### config.mk
export PLATFORM = sky130hd
export DESIGN_NAME = audio_serializer_flat
export DESIGN_NICKNAME = d
export VERILOG_FILES = /design/src/rtl/audio_serializer_if.sv /design/src/rtl/audio_serializer.sv /design/src/flat_wrapper.sv
export SDC_FILE = /design/constraint.sdc
export NUM_CORES = 1
export LEC_CHECK = 0
export ABC_AREA = 1
export BUFFER_PORTS_ARGS = -buffer_cell sky130_fd_sc_hd__buf_2
export CORE_ASPECT_RATIO = 0.75
export CORE_UTILIZATION = 32
export CTS_BUF_LIST = sky130_fd_sc_hd__clkbuf_8
export DETAILED_ROUTE_END_ITERATION = 10
export MAX_ROUTING_LAYER = met4
export PLACE_DENSITY = 0.51
export SKIP_LAST_GASP = 1
export SLEW_MARGIN = 40
export SYNTH_ARGS = -nofsm -noshare
export SYNTH_HDL_FRONTEND = slang
export SYNTH_SLANG_ARGS = --single-unit
export TNS_END_PERCENT = 20
### constraint.sdc
create_clock -name clk -period 2.4 [get_ports clk]
set_clock_uncertainty 0.1 [all_clocks]
set_input_delay 0 -clock clk [delete_from_list [all_inputs] [get_ports clk]]
set_output_delay 0 -clock clk [all_outputs]
set_load 0.03 [all_outputs]
### src/rtl/audio_serializer_if.sv
// audio_serializer_if
//   Groups the sample feed from the music player and the codec-facing serial
//   stream of the audio serializer into one bundle.
//
//   Signals:
//     sample       - signed PCM sample presented by the music player
//     play         - 1 = transmit sample, 0 = transmit zeros (clocks keep running)
//     bclk         - codec bit clock
//     lrclk        - 0 = left channel bits, 1 = right channel bits
//     sdata        - serial data, MSB first, changes on bclk falling edge
//     new_frame    - high during the left half-frame; paces the upstream producer
//     sample_taken - one-clk pulse when sample is latched
//
//   Modports:
//     master - the side that supplies sample/play and watches the outputs
//     slave  - the serializer itself
interface audio_serializer_if #(
    parameter int SAMPLE_BITS = 16
);
    logic [SAMPLE_BITS-1:0] sample;
    logic                   play;
    logic                   bclk;
    logic                   lrclk;
    logic                   sdata;
    logic                   new_frame;
    logic                   sample_taken;

    modport master (
        output sample,
        output play,
        input  bclk,
        input  lrclk,
        input  sdata,
        input  new_frame,
        input  sample_taken
    );

    modport slave (
        input  sample,
        input  play,
        output bclk,
        output lrclk,
        output sdata,
        output new_frame,
        output sample_taken
    );
endinterface

### src/rtl/audio_serializer.sv
// audio_serializer
//   Serialises one 16-bit PCM sample per audio frame to the codec as a
//   left-justified stereo stream (same sample on both channels), generating
//   bclk and lrclk, plus the new_frame level that paces the upstream player.
//
//   Ports:
//     clk   - system clock
//     reset - asynchronous, active-high reset; all outputs return to 0 at once
//     bus   - audio_serializer_if.slave (sample/play in; bclk, lrclk, sdata,
//             new_frame, sample_taken out)
//
//   Parameters:
//     CLK_DIV     - clk cycles per bclk half-period (2..255)
//     SAMPLE_BITS - bits per channel; the 5-bit frame counter assumes 16
module audio_serializer #(
    parameter int CLK_DIV     = 4,
    parameter int SAMPLE_BITS = 16
) (
    input  logic                clk,
    input  logic                reset,
    audio_serializer_if.slave   bus
);
    localparam logic [7:0] DIV_LAST    = 8'(CLK_DIV - 1);
    localparam logic [4:0] RIGHT_START = 5'(SAMPLE_BITS);
    localparam int         MSB         = SAMPLE_BITS - 1;

    logic [7:0]             div_cnt_reg;
    logic [4:0]             bit_cnt_reg;
    logic [4:0]             bit_cnt_next;
    logic [SAMPLE_BITS-1:0] hold_reg;
    logic [SAMPLE_BITS-1:0] shreg_reg;
    logic [SAMPLE_BITS-1:0] shreg_next;
    logic [SAMPLE_BITS-1:0] frame_word;
    logic                   bclk_reg;
    logic                   lrclk_reg;
    logic                   sdata_reg;
    logic                   new_frame_reg;
    logic                   sample_taken_reg;
    logic                   toggle;
    logic                   fall;

    assign toggle       = (div_cnt_reg == DIV_LAST);
    // A toggle while bclk is high is the falling edge; all serial state moves here.
    assign fall         = toggle && bclk_reg;
    assign bit_cnt_next = bit_cnt_reg + 5'd1;
    // Muting is applied at latch time so the right half repeats exactly what
    // the left half sent, whatever play does mid-frame.
    assign frame_word   = bus.play ? bus.sample : '0;

    // Left shift by one with zero fill.
    assign shreg_next[0] = 1'b0;
    generate
        for (genvar gi = 1; gi < SAMPLE_BITS; gi++) begin : g_shift
            assign shreg_next[gi] = shreg_reg[gi-1];
        end
    endgenerate

    always_ff @(posedge clk or posedge reset) begin
        if (reset) begin
            div_cnt_reg      <= 8'd0;
            // 31 so that the first falling event wraps to 0 and opens a frame.
            bit_cnt_reg      <= 5'd31;
            hold_reg         <= '0;
            shreg_reg        <= '0;
            bclk_reg         <= 1'b0;
            lrclk_reg        <= 1'b0;
            sdata_reg        <= 1'b0;
            new_frame_reg    <= 1'b0;
            sample_taken_reg <= 1'b0;
        end else begin
            sample_taken_reg <= 1'b0;

            if (toggle) begin
                div_cnt_reg <= 8'd0;
                bclk_reg    <= ~bclk_reg;
            end else begin
                div_cnt_reg <= div_cnt_reg + 8'd1;
            end

            if (fall) begin
                bit_cnt_reg <= bit_cnt_next;
                if (bit_cnt_next == 5'd0) begin
                    hold_reg         <= frame_word;
                    shreg_reg        <= frame_word;
                    sdata_reg        <= frame_word[MSB];
                    lrclk_reg        <= 1'b0;
                    new_frame_reg    <= 1'b1;
                    sample_taken_reg <= 1'b1;
                end else if (bit_cnt_next == RIGHT_START) begin
                    shreg_reg     <= hold_reg;
                    sdata_reg     <= hold_reg[MSB];
                    lrclk_reg     <= 1'b1;
                    new_frame_reg <= 1'b0;
                end else begin
                    shreg_reg <= shreg_next;
                    sdata_reg <= shreg_reg[MSB-1];
                end
            end
        end
    end

    assign bus.bclk         = bclk_reg;
    assign bus.lrclk        = lrclk_reg;
    assign bus.sdata        = sdata_reg;
    assign bus.new_frame    = new_frame_reg;
    assign bus.sample_taken = sample_taken_reg;
endmodule

### src/flat_wrapper.sv
// flat-port wrapper written by rule: the top's interface ports become plain ports
module audio_serializer_flat 
#(
    parameter int CLK_DIV     = 4,
    parameter int SAMPLE_BITS = 16
)
  (clk, reset, bus_sample, bus_play, bus_bclk, bus_lrclk, bus_sdata, bus_new_frame, bus_sample_taken);
  audio_serializer_if #(.SAMPLE_BITS(SAMPLE_BITS)) bus_i ();
  input  logic clk;
  input  logic reset;
  input wire logic [$bits(bus_i.sample)-1:0] bus_sample;
  input wire logic [$bits(bus_i.play)-1:0] bus_play;
  output wire logic [$bits(bus_i.bclk)-1:0] bus_bclk;
  output wire logic [$bits(bus_i.lrclk)-1:0] bus_lrclk;
  output wire logic [$bits(bus_i.sdata)-1:0] bus_sdata;
  output wire logic [$bits(bus_i.new_frame)-1:0] bus_new_frame;
  output wire logic [$bits(bus_i.sample_taken)-1:0] bus_sample_taken;
  assign bus_i.sample = bus_sample;
  assign bus_i.play = bus_play;
  assign bus_bclk = bus_i.bclk;
  assign bus_lrclk = bus_i.lrclk;
  assign bus_sdata = bus_i.sdata;
  assign bus_new_frame = bus_i.new_frame;
  assign bus_sample_taken = bus_i.sample_taken;
  audio_serializer #(.CLK_DIV(CLK_DIV), .SAMPLE_BITS(SAMPLE_BITS)) u_core (.clk(clk), .reset(reset), .bus(bus_i));
endmodule
==> flow_summary.ini <==
[timing]
drv_slew = 0
period_share = 0.863
layout_min_cycle_time_ps = 2070
worst_slew_pin_slew_ps = 557
rsz0062_at_grt = false
maxSlewHeadroom = 0.628
finalSetupViolations = 0
setup_tns_ps = 0
clock.fmax_mhz = 483
hold_viol = 0

[synth]
netlist_area_sq_um = 2400
yosys.area_share.simple = 0.338
syn_area_per_cell_sq_um = 7.96
yosysTopAreaCell = dfrtp_1
synth_top_area_frac = 0.458
synth.area.mux_share = 0
synth_seq_area_share = 0.513
synth_adder_area_share = 0.0156
synth_top_family_by_area = simple AND/OR/NAND/NOR gates
synth_ff_type = dfrtp_1
synthesis.instances = 302
synth_xor_xnor_area_share = 0.0146
synth.distinct_cells = 26
synth_area_leaders = dfrtp_1 46%, nand2_1 14%, nand3_1 8.3%
synth-compound-area-share = 0.0385
yosys_warnings = 0
synth_edf_count = 0
async_reset_ff_frac = 1.00
ys_seq_elements = 49
synth_fp_nets = 324

[clock_tree]
cts_buffers = 5
tritoncts = built
clk_latency_ps = 290
root_buffer = clkbuf_8
path_clk_slew_ps = 90
clock_sinks = 49
clk_path_buf_depth = 2
h-tree-depth = 2
post_cts_buffers = 0

[cells_and_area]
final_nets = 365
fillers = 739
largest_reg_flops = 16
antennaDiodeCount = 0
drive_gt1_frac = 0.157
design_area_sq_um = 2900
syn_to_final_growth_pct = 20.6

[floorplanning]
floorplan.initialDensity = 0.342
pin_count = 24
design.die.area_sq_um = 7870
dieWidth_um = 102
die_h_um = 77.1
rows = 26
coreArea_sq_um = 7030

[grt]
grt_pass1_vias = 1952
grt_max_degree = 26
antenna_found_initial = 0
grt.total_usage = 0.152
grt_pass1_wl_mm = 9.09
gr-total-overflow = 0

[critical_path]
critPathBufInv = 0
crit_family = simple AND/OR/NAND/NOR gates
r2r_end = u_core.hold_reg[4]
path_cells = ha_1 -> nand3_2 -> nor2_4 -> nand2_1 -> nor2_2 -> nand2_2 -> nand2_1 -> o21ai_0
critPathKind = reg -> reg
cpPeakStageDelay_ps = 390
ff2ff_path_depth = 8
cp_max_fo = 18
critPathLaunchType = register
required_ps = 2470
crit_arrival_ps = 2140
endpoint_kind = register
crit_slowest_cell = dfrtp_1
reg2reg_from = u_core.div_cnt_reg[0]
r2r_setup_slack_ps = 330
critical_path.most_common_cell = nand2_1

[worst_hold_path]
hold_depth = 5
min_to = u_core.hold_reg[5]
hp-class = in -> reg
worstHoldStart = bus_sample[5]

[place]
portBuffers = 23
post_dp_cell_area_sq_um = 2640
place_congestion = 0.877
dp_hpwl_mm = 3.64

[drt]
remaining_drc_errors = 0
num_vias = 1967
vias_per_cell = 4.45
initialDrtViolationCount = 90
finalWirelength_mm = 5.11
drt-wirelength-per-cell_um = 11.6
firstDrtPassIters = 4
ant_nets = 0

[run]
max_cap_violations = 0

[run_status]
status = complete, no violations

[power_and_ir_drop]
cellLeakagePower_nw = 1.48
power_w = 0.00149
vdd_drop_max_mv = 0.260
power.density_nw_per_um2 = 514
worst max-delay path by stage:
stage	start	endpoint	slack (ps)	depth (start not counted)
final	u_core.div_cnt_reg[0]	u_core.hold_reg[4]	330	8
after global placement	u_core.bit_cnt_reg[0]	u_core.shreg_reg[13]	380	7
after floorplan	u_core.bit_cnt_reg[0]	u_core.hold_reg[0]	600	9
after detailed placement	u_core.div_cnt_reg[0]	u_core.hold_reg[4]	340	8
after CTS	u_core.div_cnt_reg[0]	u_core.hold_reg[4]	320	8
after global routing	u_core.div_cnt_reg[0]	u_core.hold_reg[5]	70	8
cell type report:
| cell class | count | area, sq um | share of cell area |
|---|---|---|---|
| tap | 98 | 123 | 0.0423 |
| clock buffer | 6 | 82.6 | 0.0285 |
| multi-input combinational | 209 | 978 | 0.338 |
| sequential | 49 | 1230 | 0.425 |
| timing repair buffer | 44 | 320 | 0.111 |
| inverter | 34 | 128 | 0.0440 |
| clock inverter | 2 | 33.8 | 0.0117 |
kinds of logic after synthesis:
group / after synthesis
AOI/OAI and AO/OA: 18
and+or+nand+nor: 184
DFF: 49
buffers and inverters: 44
xor gates and xnor gates: 4
adders and majority gates: 3
per-stage QoR:
stage	cells	hold slack, ps	worst slack [ps]	util
after floorplan	302	62.3	596	-
after global placement	420	-3.94	382	0.376
after detailed placement	420	-8.58	335	0.376
after CTS	442	5.20	316	0.412
after global routing	442	45.2	66.1	0.412
final	442	6.16	329	0.412
what timing repair did:
action,4_1_cts,5_1_grt
gates resized for setup,0,0
hold endpoints to repair,48,0
hold buffers,14,0
cell usage after synthesis (2+ instances only):
cell	count
nand2_1	89
dfrtp_1	44
nand3_1	40
nor2_1	39
inv_1	32
o21ai_0	9
a21oi_1	8
buf_2	7
dfstp_2	5
nand4_1	4
ha_1	3
nor2_4	3
buf_6	2
inv_2	2
nor3_1	2
xnor2_1	2
xor2_1	2
worst min-delay path, cell delays in order:
cell and delay [ps]:
buf_2 90, nand2_1 50, inv_1 40, nand3_1 100
o21ai_0 70
layer usage:
metal	part of all wire	wire length (um)	global-route usage
met1	0.54	2770	0.214
met2	0.43	2180	0.223
met3	0.023	120	0.0301
met4	0.0076	39	0.0429
met5	0	0	-
cell usage in the layout (no fill, tap or decap), drive strengths merged, types with 2 or more instances in the layout:
master / count
nand2: 91
xor2: 2
nor3: 3
ha: 3
inv: 35
a21oi: 8
dfrtp: 44
nand3: 41
o21ai: 9
nor2: 43
dfstp: 5
dlygate4sd3: 14
xnor2: 2
clkbuf: 6
buf: 30
nand4: 4
power by group:
| group | switching [W] | internal, W |
|---|---|---|
| registers | 0 | 0.000825 |
| clock network | 0.000271 | 0.000336 |
| logic | 0.0000282 | 0.0000301 |
(Power assumes the default switching activity.)
